### src/rtl/sensor_conditioner.sv
// Vehicle-loop conditioner: synchroniser, debounce/hold FSM and saturating arrival counter.
// Defining SENSOR_STUCK_DET_EN adds the stuck-loop detector that drives stuck_fault.
module sensor_conditioner #(
   parameter int DEBOUNCE_CYCLES = 4,
   parameter int HOLD_CYCLES     = 8,
   parameter int STUCK_CYCLES    = 1000
) (
   input  logic       clk,
   input  logic       clr,
   input  logic       raw_sensor,
   output logic       sensor,
   output logic [7:0] vehicle_count,
   output logic       stuck_fault
);

   typedef enum logic [1:0] {IDLE, QUAL, PRESENT, HOLD} state_t;

   localparam logic [7:0] DEB_LAST  = 8'(DEBOUNCE_CYCLES - 1);
   localparam logic [7:0] HOLD_LAST = 8'(HOLD_CYCLES - 1);

   state_t     state;
   logic [7:0] cnt;
   logic       meta;
   logic       raw_s;
   logic       stuck_hit;

   function automatic logic [7:0] sat_inc(input logic [7:0] v);
      return (v == 8'hFF) ? v : v + 8'd1;
   endfunction

   always_ff @(posedge clk) begin
      if (clr) begin
         meta  <= 1'b0;
         raw_s <= 1'b0;
      end else begin
         meta  <= raw_sensor;
         raw_s <= meta;
      end
   end

   always_ff @(posedge clk) begin
      if (clr) begin
         state         <= IDLE;
         cnt           <= '0;
         sensor        <= 1'b0;
         vehicle_count <= '0;
      end else if (stuck_fault || stuck_hit) begin
         // Faulted: park in IDLE and reuse cnt to time the loop's low period.
         state  <= IDLE;
         sensor <= 1'b0;
         if (stuck_hit || raw_s || cnt == DEB_LAST)
            cnt <= '0;
         else
            cnt <= cnt + 8'd1;
      end else begin
         case (state)
            IDLE: begin
               sensor <= 1'b0;
               if (raw_s) begin
                  state <= QUAL;
                  cnt   <= 8'd1;
               end
            end
            QUAL: begin
               if (!raw_s) begin
                  state  <= IDLE;
                  sensor <= 1'b0;
               end else if (cnt == DEB_LAST) begin
                  state         <= PRESENT;
                  sensor        <= 1'b1;
                  vehicle_count <= sat_inc(vehicle_count);
               end else begin
                  cnt <= cnt + 8'd1;
               end
            end
            PRESENT: begin
               sensor <= 1'b1;
               if (!raw_s) begin
                  state <= HOLD;
                  cnt   <= '0;
               end
            end
            HOLD: begin
               // A returning loop is the same vehicle: back to PRESENT without counting.
               if (raw_s) begin
                  state  <= PRESENT;
                  sensor <= 1'b1;
               end else if (cnt == HOLD_LAST) begin
                  state  <= IDLE;
                  sensor <= 1'b0;
               end else begin
                  cnt    <= cnt + 8'd1;
                  sensor <= 1'b1;
               end
            end
            default: begin
               state  <= IDLE;
               sensor <= 1'b0;
            end
         endcase
      end
   end

`ifdef SENSOR_STUCK_DET_EN
   localparam logic [15:0] STUCK_LAST = 16'(STUCK_CYCLES - 1);

   logic [15:0] stuck_cnt;
   logic        occupied;

   assign occupied  = (state == PRESENT) || (state == HOLD);
   assign stuck_hit = !stuck_fault && occupied && (stuck_cnt == STUCK_LAST);

   always_ff @(posedge clk) begin
      if (clr) begin
         stuck_cnt   <= '0;
         stuck_fault <= 1'b0;
      end else begin
         if (stuck_hit)
            stuck_fault <= 1'b1;
         else if (stuck_fault && !raw_s && cnt == DEB_LAST)
            stuck_fault <= 1'b0;

         if (occupied && !stuck_hit)
            stuck_cnt <= stuck_cnt + 16'd1;
         else
            stuck_cnt <= '0;
      end
   end
`else
   assign stuck_hit   = 1'b0;
   assign stuck_fault = 1'b0;
`endif

endmodule

### config.mk
export PLATFORM = sky130hd
export DESIGN_NAME = sensor_conditioner
export DESIGN_NICKNAME = d
export VERILOG_FILES = /design/src/rtl/sensor_conditioner.sv
export SDC_FILE = /design/constraint.sdc
export NUM_CORES = 1
export LEC_CHECK = 0
export CAP_MARGIN = 10
export CELL_PAD_IN_SITES_DETAIL_PLACEMENT = 0
export CELL_PAD_IN_SITES_GLOBAL_PLACEMENT = 1
export CORE_ASPECT_RATIO = 1.4
export CORE_MARGIN = 2
export CORE_UTILIZATION = 44
export CTS_CLUSTER_SIZE = 25
export DETAILED_ROUTE_END_ITERATION = 7
export PLACE_DENSITY = 0.92
export SETUP_SLACK_MARGIN = 0.1
export SLEW_MARGIN = 20
export SYNTH_ARGS = -nofsm -noshare
export SYNTH_HDL_FRONTEND = slang
export SYNTH_SLANG_ARGS = --single-unit
### constraint.sdc
create_clock -name clk -period 5.4 [get_ports clk]
set_clock_uncertainty 0.1 [all_clocks]
set_input_delay 1.08 -clock clk [delete_from_list [all_inputs] [get_ports clk]]
set_output_delay 1.08 -clock clk [all_outputs]
set_load 0.005 [all_outputs]
# Yosys cells after proc, flatten, opt, wreduce, memory -nomap -nowiden
# Cells that the tools add are included.
dict set report word_totals {
  mem_count 0
  in_bits 3
  ramBits 0
  latch_bits 0
  reg_bits 21
  romBits 0
}
dict set report classes {
  eq_ne 14
  n_addsub 2
  multipliers 0
  n_bitwise 1
  mux 19
  reduce_logical 4
  div_mod_pow 0
  shifts 0
  order_cmp 0
}
# op count
set op_table {}
lappend op_table {{8-bit two-way mux} 6}
lappend op_table {{8-bit case mux with 4 select lines} 1}
lappend op_table {{8-bit by 1-bit adder with 8-bit output, second input constant} 2}
lappend op_table {{2-bit two-way mux} 6}
lappend op_table {{2-bit != test, second input constant} 6}
lappend op_table {{8-bit by 2-bit == test with 1-bit output, second input constant} 1}
lappend op_table {{8-bit by 3-bit == test with 1-bit output, second input constant} 1}
lappend op_table {{8-bit == test, second input constant} 1}
lappend op_table {{2-bit case mux with 4 select lines} 1}
lappend op_table {{4-bit AND reduction} 2}
lappend op_table {{3-bit != test, second input constant} 2}
lappend op_table {{6-bit AND reduction} 1}
lappend op_table {{2-bit == test, second input constant} 2}
lappend op_table {{1-bit two-way mux} 4}
lappend op_table {{1-bit case mux with 4 select lines} 1}
lappend op_table {{2-bit by 1-bit == test with 1-bit output, second input constant} 1}
lappend op_table {{2-bit zero test} 1}
lappend op_table {{1-bit inverter} 1}

# Depth between registers and ports, before layout
dict set report depth {
  ltp_word 4
  mapped_depth 6
}

# Worst setup path after synthesis
# Ideal clock, no wire load.
dict set report synth_path {
  path_kind {reg-to-reg}
  startpoint {register cnt[0]}
  endpoint {register vehicle_count[6]}
  setup_ps 123
  path_slack_ps 3243
  synth_period_minus_slack_ps 2157
  stages_incl_launch_ff 6
  t_arrival_ps 1934
  path_cell_list {dfxtp_1 > ha_1 > nor4b_4 > nand4_2 > or4b_1 > mux2_1}
}
dict set report synth_via {
  elab_chain_len 2
}
# element line
set synth_rtl {}
lappend synth_rtl {{start: declaration} 22} ;# logic [7:0] cnt;
lappend synth_rtl {{start signal: assignment} 54} ;# cnt <= cnt + 8'd1;
lappend synth_rtl {{start signal: assignment} 73} ;# cnt <= cnt + 8'd1;
lappend synth_rtl {{start signal: assignment} 92} ;# cnt <= cnt + 8'd1;
lappend synth_rtl {{8-bit by 2-bit == test with 1-bit output} 68} ;# end else if (cnt == DEB_LAST) begin
lappend synth_rtl {{4-bit AND reduction (no source line)} --}
lappend synth_rtl {{end signal: assignment} 71} ;# vehicle_count <= sat_inc(vehicle_count);
lappend synth_rtl {{end: declaration} 12} ;# output logic [7:0] vehicle_count,
# No other way between the ends.
# A chain may end at the register's enable or synchronous reset.

# Worst setup path after layout
# Same ends and word-level chain as after synthesis.

==> impl_metrics.json <==
{
  "run_status": "finished, final reports clean",
  "p_clk_share_pct": 29.2,
  "crit_path_max_fanout": 13,
  "die-area_mm2": 0.00312,
  "antenna_found_initial": 0,
  "fp.dieH_um": 65.3,
  "detailed_place.area_mm2": 0.00129,
  "fin_nets": 152,
  "cts_tree": "built",
  "grtUsageTotal_pct": 18.1,
  "asyncSetResetFlopFracSynth_pct": 0,
  "ant_nets": 0,
  "vdd_ir_drop_max_v": 0.000150,
  "final.min_clock_period_ns": 2.69,
  "tightest_slew_ns": 0.725,
  "yosysTopAreaCellShare_pct": 35.6,
  "switchingPower_mw": 0.0645,
  "synth-compound-area-share_pct": 17.6,
  "critPathKind": "reg2reg",
  "grt_remaining_overflow": 0,
  "r2r-start": "cnt[0]",
  "detailroute.via_count": 1056,
  "ctsRootBufferMaster": "sky130_fd_sc_hd__clkbuf_4",
  "floorplan.initialDensity_pct": 45.6,
  "register_area_um2": 420,
  "clk_latency_ns": 0.30,
  "cts.hold.buffers_added": 0,
  "cts_made_buffers": 3,
  "post_synth_fa_ha_maj_area_fraction_pct": 2.12,
  "viasPerCell": 5.80,
  "area_growth_syn_to_layout_pct": 11.3,
  "finalSetupViolCount": 0,
  "cts.reportedPaths.clkPinSlew_ns": 0.11,
  "intPower_mw": 0.195,
  "dp_hpwl_um": 1800,
  "htreeDepth": 1,
  "drcViolationCount": 0,
  "worstPathRequired_ns": 5.49,
  "rows": 22,
  "fmax_mhz": 372,
  "dominant_combinational_cell_family_by_area_after_synthesis": "simple AND/OR/NAND/NOR gates",
  "reg2regPathDepth": 5,
  "synthesis.area_per_instance_um2": 8.43,
  "min_path_cells": 1,
  "detail_route.iter0.violations": 22,
  "detail_route.wirelength_um": 2490,
  "timing.hold.worst.start": "meta",
  "primary_flip_flop_cell_chosen_by_synthesis_mapping": "sky130_fd_sc_hd__dfxtp_1",
  "drtPass1Iterations": 4,
  "cellPowerDensity_mw_per_mm2": 198,
  "synth_top_area_cell": "sky130_fd_sc_hd__dfxtp_1",
  "io_pins": 13,
  "netlist_top_cells_area": "sky130_fd_sc_hd__dfxtp_1 36%, sky130_fd_sc_hd__nand3_1 4.2%, sky130_fd_sc_hd__a21oi_1 3.8%",
  "crit_arrival_ns": 2.78,
  "ys_seq_elements": 21,
  "total_leakage_power_nw": 0.385,
  "wire_per_inst_um": 13.7,
  "clock_tree.buffer_depth": 2,
  "antenna_cells_inserted": 0,
  "hold_viol": 0,
  "seq_area_frac_synth_pct": 35.6,
  "finalSetupTns_ns": 0,
  "tritoncts_num_sinks": 21,
  "first_pass_grt_wire_length_um": 4200,
  "synthCells": 140,
  "slew_headroom_pct": 51.5,
  "hold_end": "raw_s",
  "pwr-share-seq_pct": 63.6,
  "synthXorXnorAreaFrac_pct": 3.71,
  "synth.area.mux_share_pct": 2.86,
  "final.hold.worst_slack_ns": 0.363,
  "synth-simple-area-share_pct": 32.4,
  "rsz_0062_raised_after_global_routing": "false",
  "fin_cells": 182,
  "final_core_util_pct": 50.8,
  "synth_edf_count": 0,
  "holdCritPathClass": "reg2reg",
  "startpoint_type": "register",
  "power.share.switching_pct": 24.9,
  "syn-cell-area_mm2": 0.00118,
  "cts_setup_buffers": 0,
  "critical_path.endpoint_type": "register",
  "worst_r2r_endpoint": "vehicle_count[6]",
  "final_min_period_over_clock_period_pct": 49.8,
  "core_outline_area_mm2": 0.00259,
  "layout.filler_cells": 265,
  "layout-drive-gt1-share_pct": 7.53,
  "io_buffer_count": 11,
  "grt_start_max_net_pins": 22,
  "placed_cells": 178,
  "drv.max_cap_violation_count": 0,
  "post_cts_resized": 0,
  "finalWeightedCongestion": 0.752,
  "yosys_warn_count": 0,
  "combined_area_of_the_multi_input_logic_cells_um2": 697,
  "layout.cells.most_common": "sky130_fd_sc_hd__dfxtp_1",
  "die_w_um": 47.8,
  "synthesis.nets": 145,
  "p_comb_share_pct": 7.2,
  "yosysUniqueCellTypes": 43,
  "design_area_mm2": 0.00131,
  "ff2ff_setup_slack_ns": 2.71,
  "drv_slew": 0,
  "final_cell_mix": "21 x sky130_fd_sc_hd__dfxtp_1, 12 x sky130_fd_sc_hd__nor2_1, 11 x sky130_fd_sc_hd__clkdlybuf4s50_1",
  "first_global_vias": 982
}
-- cell families (layout without fill, tap and decap cells) --
logic type	Yosys count	after routing
xor gates and xnor gates	5	5
AOI/OAI and AO/OA	32	32
other	1	1
DFF	21	21
and+or+nand+nor	63	63
muxes	3	3
buffers and inverters	13	19
adders and majority gates	2	2
-- synthesized netlist by cell type, drive strengths merged, types with 3 or more instances --
master	n
a41oi	3
nor2b	4
nor2	12
mux2	3
nand2	7
or4	3
inv	4
nand2b	3
nand4	3
buf	5
dfxtp	21
o31ai	3
nor4b	3
xnor2	5
nand4b	3
a31oi	3
nor3	4
nand3	10
clkbuf	4
a211oi	3
o21ai	6
a21oi	9
-- layout make-up --
| cell class | count | share of cell area [%] |
|---|---|---|
| Sequential cell | 21 | 32.0 |
| Inverter | 4 | 1.14 |
| Clock buffer | 4 | 2.00 |
| Tap cell | 36 | 3.43 |
| Timing Repair Buffer | 11 | 8.38 |
| Multi-Input combinational cell | 106 | 53.0 |
-- worst max-delay path, cell delays in order, from the launching register on --
cell                      delay [ns]
sky130_fd_sc_hd__dfxtp_1        0.44
sky130_fd_sc_hd__ha_1           0.31
sky130_fd_sc_hd__nor4b_4        0.42
sky130_fd_sc_hd__nand4_2        0.35
sky130_fd_sc_hd__or4b_1         0.63
sky130_fd_sc_hd__mux2_1         0.33
-- power by group through the flow --
stage	logic (mW)	registers (mW)	clock network, mW
finish	0.0187	0.165	0.0758
CTS	0.0190	0.165	0.0787
global placement	0.0183	0.168	0
detailed placement	0.0189	0.168	0
global route	0.0212	0.166	0.0844
floorplan	0.0192	0.164	0
-- flip-flops by register name (all words and copies together) (netlist names), named ones only --
name	count
cnt	8
meta	1
raw_s	1
sensor	1
state	1
vehicle_count	8
-- metal layers --
metal	global-route usage (%)	part of all wire [%]	vias to the layer above
met4	5.07	0.68	0
met2	32.3	54	11
met3	3.30	2.0	2
met1	20.8	44	513
li1	-	-	530
met5	0	0	-
-- how the worst max path moves through the flow --
| stage | from | to | cells past startpoint |
|---|---|---|---|
| detailed placement | clr | cnt[3] | 4 |
| CTS | cnt[0] | vehicle_count[6] | 5 |
| finish | cnt[0] | vehicle_count[6] | 5 |
| global route | cnt[0] | vehicle_count[6] | 5 |
| global placement | clr | cnt[3] | 4 |
| floorplan | cnt[0] | vehicle_count[6] | 5 |
-- through the flow --
step	worst slack (ns)	total power, mW
final	2.71	0.259
after global routing	2.58	0.271
after CTS	2.75	0.262
after detailed placement	2.52	0.187
after global placement	2.56	0.186
after floorplan	3.24	0.183
Note: power is estimated with default switching activity, not from simulation.
